## src/rtl/protocol_req_parser_if.sv

```systemverilog
// rtl/protocol_req_parser_if.sv - byte-in / request-out bus of the request parser
// Purpose: bundles the UART byte strobe, the validated-request handshake and
//          the discard reporting of protocol_req_parser.
// Signals: rx_data/rx_valid          byte stream from the UART receiver
//          sensor_address/command    pending request payload
//          cmd_valid/cmd_ready       request handshake
//          frame_error/error_code    discard pulse and sticky cause
// Modports: slave = the parser, master = the byte source / request consumer.
interface protocol_req_parser_if;
  logic [7:0] rx_data;
  logic       rx_valid;
  logic [7:0] sensor_address;
  logic [7:0] command;
  logic       cmd_valid;
  logic       cmd_ready;
  logic       frame_error;
  logic [2:0] error_code;

  modport slave (
    input  rx_data, rx_valid, cmd_ready,
    output sensor_address, command, cmd_valid, frame_error, error_code
  );

  modport master (
    output rx_data, rx_valid, cmd_ready,
    input  sensor_address, command, cmd_valid, frame_error, error_code
  );
endinterface

```

## src/rtl/protocol_req_parser.sv

```systemverilog
// rtl/protocol_req_parser.sv - 4-byte request frame parser with valid/ready output
// Purpose: recognises FF <addr> <cmd> 7F frames in the UART byte stream, checks
//          address and command range, and holds one validated request until the
//          consumer accepts it. Discarded frames/bytes give a one-cycle
//          frame_error pulse and a sticky error_code
//          (1 footer, 2 address, 3 command, 4 inter-byte timeout, 5 overrun).
// Ports:   clk    - system clock, rising edge
//          reset  - asynchronous, active-low
//          bus    - protocol_req_parser_if.slave (byte in, request out, errors)
// Option:  PROTOCOL_REQ_TIMEOUT_EN - when defined, a partial frame idle for
//          TIMEOUT_CYCLES cycles is abandoned with code 4.
module protocol_req_parser #(
  parameter int unsigned SENSOR_COUNT   = 32,
  parameter logic [7:0]  MAX_COMMAND    = 8'h06,
  parameter int unsigned TIMEOUT_CYCLES = 50000
) (
  input  logic                 clk,
  input  logic                 reset,
  protocol_req_parser_if.slave bus
);

  localparam logic [7:0] HEADER_BYTE = 8'hFF;
  localparam logic [7:0] FOOTER_BYTE = 8'h7F;

  localparam logic [2:0] ERR_FOOTER  = 3'd1;
  localparam logic [2:0] ERR_ADDR    = 3'd2;
  localparam logic [2:0] ERR_CMD     = 3'd3;
  localparam logic [2:0] ERR_TIMEOUT = 3'd4;
  localparam logic [2:0] ERR_OVERRUN = 3'd5;

  typedef enum logic [2:0] {
    S_IDLE,
    S_ADDR,
    S_CMD,
    S_FOOTER,
    S_HOLD
  } state_t;

  state_t     state_q, state_d;
  logic [7:0] addr_q, addr_d;             // address byte of the frame in flight
  logic [7:0] cmd_q, cmd_d;               // command byte of the frame in flight
  logic [7:0] sensor_address_q, sensor_address_d;
  logic [7:0] command_q, command_d;
  logic       cmd_valid_q, cmd_valid_d;
  logic       frame_error_q, frame_error_d;
  logic [2:0] error_code_q, error_code_d;
  logic       handshake;

  assign handshake = cmd_valid_q && bus.cmd_ready;

`ifdef PROTOCOL_REQ_TIMEOUT_EN
  localparam logic [19:0] TMO_LAST = 20'(TIMEOUT_CYCLES - 1);
  logic [19:0] tmo_cnt_q, tmo_cnt_d;
`else
  logic [19:0] unused_tmo_last;
  assign unused_tmo_last = 20'(TIMEOUT_CYCLES - 1);
`endif

  always_comb begin
    state_d          = state_q;
    addr_d           = addr_q;
    cmd_d            = cmd_q;
    sensor_address_d = sensor_address_q;
    command_d        = command_q;
    cmd_valid_d      = cmd_valid_q;
    frame_error_d    = 1'b0;
    error_code_d     = error_code_q;
`ifdef PROTOCOL_REQ_TIMEOUT_EN
    tmo_cnt_d        = '0;
`endif

    unique case (state_q)
      S_IDLE: begin
        // Non-header bytes between frames are line noise, not errors.
        if (bus.rx_valid && bus.rx_data == HEADER_BYTE) state_d = S_ADDR;
      end
      S_ADDR: begin
        if (bus.rx_valid) begin
          addr_d  = bus.rx_data;
          state_d = S_CMD;
        end
      end
      S_CMD: begin
        if (bus.rx_valid) begin
          cmd_d   = bus.rx_data;
          state_d = S_FOOTER;
        end
      end
      S_FOOTER: begin
        if (bus.rx_valid) begin
          state_d = S_IDLE;
          if (bus.rx_data != FOOTER_BYTE) begin
            frame_error_d = 1'b1;
            error_code_d  = ERR_FOOTER;
          end else if (32'(addr_q) >= SENSOR_COUNT) begin
            frame_error_d = 1'b1;
            error_code_d  = ERR_ADDR;
          end else if (cmd_q > MAX_COMMAND) begin
            frame_error_d = 1'b1;
            error_code_d  = ERR_CMD;
          end else begin
            sensor_address_d = addr_q;
            command_d        = cmd_q;
            cmd_valid_d      = 1'b1;
            state_d          = S_HOLD;
          end
        end
      end
      S_HOLD: begin
        if (handshake) begin
          // A byte in the accept cycle is treated as if already in IDLE so a
          // header can start the next frame with no dead cycle.
          cmd_valid_d = 1'b0;
          state_d     = (bus.rx_valid && bus.rx_data == HEADER_BYTE) ? S_ADDR : S_IDLE;
        end else if (bus.rx_valid) begin
          frame_error_d = 1'b1;
          error_code_d  = ERR_OVERRUN;
        end
      end
      default: state_d = S_IDLE;
    endcase

`ifdef PROTOCOL_REQ_TIMEOUT_EN
    // Counter clears on every byte (default above); a byte in the expiry
    // cycle therefore beats the timeout.
    if ((state_q == S_ADDR || state_q == S_CMD || state_q == S_FOOTER) && !bus.rx_valid) begin
      if (tmo_cnt_q == TMO_LAST) begin
        frame_error_d = 1'b1;
        error_code_d  = ERR_TIMEOUT;
        state_d       = S_IDLE;
      end else begin
        tmo_cnt_d = tmo_cnt_q + 20'd1;
      end
    end
`endif
  end

  always_ff @(posedge clk or negedge reset) begin
    if (!reset) begin
      state_q          <= S_IDLE;
      addr_q           <= '0;
      cmd_q            <= '0;
      sensor_address_q <= '0;
      command_q        <= '0;
      cmd_valid_q      <= 1'b0;
      frame_error_q    <= 1'b0;
      error_code_q     <= '0;
`ifdef PROTOCOL_REQ_TIMEOUT_EN
      tmo_cnt_q        <= '0;
`endif
    end else begin
      state_q          <= state_d;
      addr_q           <= addr_d;
      cmd_q            <= cmd_d;
      sensor_address_q <= sensor_address_d;
      command_q        <= command_d;
      cmd_valid_q      <= cmd_valid_d;
      frame_error_q    <= frame_error_d;
      error_code_q     <= error_code_d;
`ifdef PROTOCOL_REQ_TIMEOUT_EN
      tmo_cnt_q        <= tmo_cnt_d;
`endif
    end
  end

  assign bus.sensor_address = sensor_address_q;
  assign bus.command        = command_q;
  assign bus.cmd_valid      = cmd_valid_q;
  assign bus.frame_error    = frame_error_q;
  assign bus.error_code     = error_code_q;

endmodule

```

## src/flat_wrapper.sv

```systemverilog
// flat-port wrapper written by rule: the top's interface ports become plain ports
module protocol_req_parser_flat 
#(
  parameter int unsigned SENSOR_COUNT   = 32,
  parameter logic [7:0]  MAX_COMMAND    = 8'h06,
  parameter int unsigned TIMEOUT_CYCLES = 50000
)
  (clk, reset, bus_rx_data, bus_rx_valid, bus_cmd_ready, bus_sensor_address, bus_command, bus_cmd_valid, bus_frame_error, bus_error_code);
  protocol_req_parser_if bus_i ();
  input  logic clk;
  input  logic reset;
  input wire logic [$bits(bus_i.rx_data)-1:0] bus_rx_data;
  input wire logic [$bits(bus_i.rx_valid)-1:0] bus_rx_valid;
  input wire logic [$bits(bus_i.cmd_ready)-1:0] bus_cmd_ready;
  output wire logic [$bits(bus_i.sensor_address)-1:0] bus_sensor_address;
  output wire logic [$bits(bus_i.command)-1:0] bus_command;
  output wire logic [$bits(bus_i.cmd_valid)-1:0] bus_cmd_valid;
  output wire logic [$bits(bus_i.frame_error)-1:0] bus_frame_error;
  output wire logic [$bits(bus_i.error_code)-1:0] bus_error_code;
  assign bus_i.rx_data = bus_rx_data;
  assign bus_i.rx_valid = bus_rx_valid;
  assign bus_i.cmd_ready = bus_cmd_ready;
  assign bus_sensor_address = bus_i.sensor_address;
  assign bus_command = bus_i.command;
  assign bus_cmd_valid = bus_i.cmd_valid;
  assign bus_frame_error = bus_i.frame_error;
  assign bus_error_code = bus_i.error_code;
  protocol_req_parser #(.SENSOR_COUNT(SENSOR_COUNT), .MAX_COMMAND(MAX_COMMAND), .TIMEOUT_CYCLES(TIMEOUT_CYCLES)) u_core (.clk(clk), .reset(reset), .bus(bus_i));
endmodule
```

## config.mk

```make
export PLATFORM = sky130hd
export DESIGN_NAME = protocol_req_parser_flat
export DESIGN_NICKNAME = d
export VERILOG_FILES = /design/src/rtl/protocol_req_parser_if.sv /design/src/rtl/protocol_req_parser.sv /design/src/flat_wrapper.sv
export SDC_FILE = /design/constraint.sdc
export NUM_CORES = 1
export LEC_CHECK = 0
export CAP_MARGIN = 30
export CORE_MARGIN = 4
export CORE_UTILIZATION = 50
export CTS_BUF_LIST = sky130_fd_sc_hd__clkbuf_16
export CTS_CLUSTER_SIZE = 25
export DETAILED_ROUTE_END_ITERATION = 6
export GPL_TIMING_DRIVEN = 0
export PLACE_DENSITY = 0.78
export SYNTH_ARGS = -nofsm -noshare
export SYNTH_HDL_FRONTEND = slang
export SYNTH_SLANG_ARGS = --single-unit
export TNS_END_PERCENT = 20
```

## constraint.sdc

```tcl
create_clock -name clk -period 5.3 [get_ports clk]
set_clock_uncertainty 0.15 [all_clocks]
set_input_delay 0.53 -clock clk [delete_from_list [all_inputs] [get_ports clk]]
set_output_delay 0.53 -clock clk [all_outputs]
set_load 0.05 [all_outputs]
```

==> flow_summary.json <==
{
  "grt_pass1_wl_mm": 5.099,
  "rows": 20,
  "postCtsSetupRepairBufs": 0,
  "h-tree-depth": 2,
  "slew_headroom": 0.4395,
  "grt_pass1_vias": 1102,
  "status": "finished clean",
  "rsz0062_at_grt": "false",
  "layout_commonest_cell": "dfrtp_1",
  "ys_ff_latch": 40,
  "hold_violations": 0,
  "synth_nets": 124,
  "io_pins": 33,
  "finalSetupViolCount": 0,
  "nNetsFinal": 163,
  "placed_cell_area_sq_um": 1988,
  "clkTransAtPathRegs_ns": 0.06,
  "cpPeakStageDelay_ns": 0.52,
  "synth_cells": 112,
  "crit_chain": "clkdlybuf4s50_1 -> nand4_1 -> nor3_2 -> nand3_2 -> clkbuf_1 -> and2_1",
  "final_layout_size_suffix_gt1_frac": 0.2697,
  "synth_area_sq_um": 1618,
  "viasPerCell": 5.189,
  "slew_violations": 0,
  "avgSynthCellArea_sq_um": 14.44,
  "worstPathRequired_ns": 5.32,
  "drc": 0,
  "cts.sinks": 40,
  "overflow": 0,
  "critPathBufInv": 2,
  "critPathTopFamily": "simple AND/OR/NAND/NOR gates",
  "area_growth_pct": 33.26,
  "yosysWarnings": 0,
  "seq_area_frac_synth": 0.6187,
  "postCtsHoldBufs": 0,
  "endpoint_kind": "flip-flop",
  "nFillCells": 226,
  "synth_top_area_cell": "dfrtp_1",
  "period_needed_ns": 2.305,
  "fin_setup_tns_ns": 0,
  "dp_hpwl_mm": 2.146,
  "cts_buffer_depth": 2,
  "start_util": 0.5256,
  "routabilityCongestion": 0.7415,
  "die_x_um": 64.88,
  "antenna_cells": 0,
  "grt_antenna_before_repair": 0,
  "layout_common_cells": "dfrtp_1 (40), clkdlybuf4s50_1 (31), mux2_2 (24)",
  "timing.final.crit_share": 0.4350,
  "critPathKind": "input port to flip-flop",
  "cp_slowest_cell": "clkdlybuf4s50_1",
  "root_buffer": "clkbuf_16",
  "start_kind": "input port",
  "place_ws_ns": 2.704,
  "synth_cell_types": 26,
  "hold_class": "input port to async pin",
  "core_sq_um": 3078,
  "cellPowerDensity_nw_per_um2": 448.7,
  "cp_max_fo": 10,
  "tightest_slew_ns": 0.8408,
  "fmax_mhz": 433.8,
  "drv_cap": 0,
  "design_area_sq_um": 2156,
  "dieArea_sq_um": 4209,
  "fp.dieH_um": 64.88,
  "cts_resized": 0,
  "peakVddDrop_mv": 0.2413,
  "yosysTopAreaCellShare": 0.6187,
  "grt_start_max_net_pins": 41,
  "drtIter0Drc": 23,
  "vias": 1017,
  "cts_tree": "yes",
  "totalWireLength_mm": 2.978,
  "p_leak_nw": 0.9583,
  "cp.arrival_ns": 2.32,
  "grt_use_total": 0.1611,
  "antenna_left": 0,
  "dr.pass1.iters": 4,
  "wl_per_cell_um": 15.19,
  "setup_slack_ns": 2.995,
  "cts_made_buffers": 5,
  "synthTopCellsByArea": "dfrtp_1 (62%), mux2_2 (17%), and2_1 (3.1%)",
  "io_buffers": 32,
  "clkLatencyLatePin_ns": 0.28
}
[through the flow]
stage / instances / total power, W / hold WS (ns) / util
after global routing: 196 / 0.001020 / 0.2760 / 0.7004
after floorplan: 112 / 0.0005787 / 0.08441 / -
after global placement: 188 / 0.0006271 / 0.3187 / 0.6476
final: 196 / 0.0009673 / 0.2104 / 0.7004
after CTS: 196 / 0.0009762 / 0.2346 / 0.7004
after detailed placement: 188 / 0.0006412 / 0.3245 / 0.6459
[synthesized netlist by cell type, drive strengths merged]
| library cell | count |
|---|---|
| clkbuf | 1 |
| and2 | 8 |
| inv | 4 |
| nand4 | 1 |
| xnor2 | 1 |
| a311oi | 1 |
| nor4 | 3 |
| nand3 | 4 |
| mux2 | 26 |
| o41ai | 1 |
| dfrtp | 40 |
| buf | 1 |
| nor2 | 1 |
| and4b | 1 |
| nor3b | 1 |
| a2bb2oi | 1 |
| nor3 | 2 |
| and2b | 1 |
| and3 | 2 |
| nand2 | 7 |
| o22ai | 2 |
| nand2b | 3 |
[final cells by class]
type / instances / area [sq um] / share of cell area
clock inverter: 3 / 42.54 / 0.01973
timing repair buffer: 32 / 315.3 / 0.1463
tap: 44 / 55.05 / 0.02554
sequential: 40 / 1001 / 0.4643
buffer: 2 / 8.758 / 0.004063
inverter: 4 / 15.01 / 0.006965
multi-input combinational: 66 / 593.1 / 0.2751
clock buffer: 5 / 125.1 / 0.05804
[cell families (layout without fill, tap and decap cells)]
| group | after synthesis | after routing | share of synthesized area |
|---|---|---|---|
| buffers and inverters | 6 | 46 | 0.01469 |
| muxes | 26 | 26 | 0.1856 |
| xor gates and xnor gates | 1 | 1 | 0.005415 |
| DFF | 40 | 40 | 0.6187 |
| and+or+nand+nor | 34 | 34 | 0.1408 |
| AOI/OAI and AO/OA | 5 | 5 | 0.03481 |
[worst register-to-register path, delay by kind of cell, from the launching register on]
family | cells | cell delay [ns]
AO/OA/AOI/OAI | 1 | 0.36
flip-flops | 1 | 0.48
multiplexers | 1 | 0.33
AND/OR/NAND/NOR | 2 | 0.52
[path summary, 6_finish.rpt]
path,start,to,slack (ns),depth (start not counted)
worst max register to register,u_core.state_q[0],u_core.bus.error_code[1],3.35,4
min in group clk,u_core.bus.command[5],u_core.bus.command[5],0.34,1
worst max-delay path,bus_rx_data[4],u_core.bus.sensor_address[5],2.99,6
worst min register to register,u_core.bus.command[5],u_core.bus.command[5],0.34,1
max in group asynchronous,reset,u_core.addr_q[3],4.26,1
worst min-delay path,reset,u_core.bus.command[0],0.21,1
[power breakdown]
group          switching (W)  internal [W]  leakage, nW
clock               0.000111      0.000221       0.0798
combinational      0.0000900      0.000110        0.362
sequential         0.0000540      0.000382        0.516
total               0.000255      0.000712        0.958
[metal layers]
layer	vias up	GRT usage	wire [um]
li1	473	-	-
met1	512	0.1950	1261
met2	25	0.2656	1494
met3	7	0.04679	169
met4	0	0.07124	51
met5	-	0	0
[registers in the layout (all words and copies together) (netlist names)]
register / flops
u_core.bus.error_code: 3
u_core.bus.command: 8
u_core.cmd_q: 8
u_core.state_q: 3
u_core.bus.sensor_address: 8
u_core.bus.frame_error: 1
u_core.bus.cmd_valid: 1
u_core.addr_q: 8
Note: power is estimated with default switching activity, not from simulation.
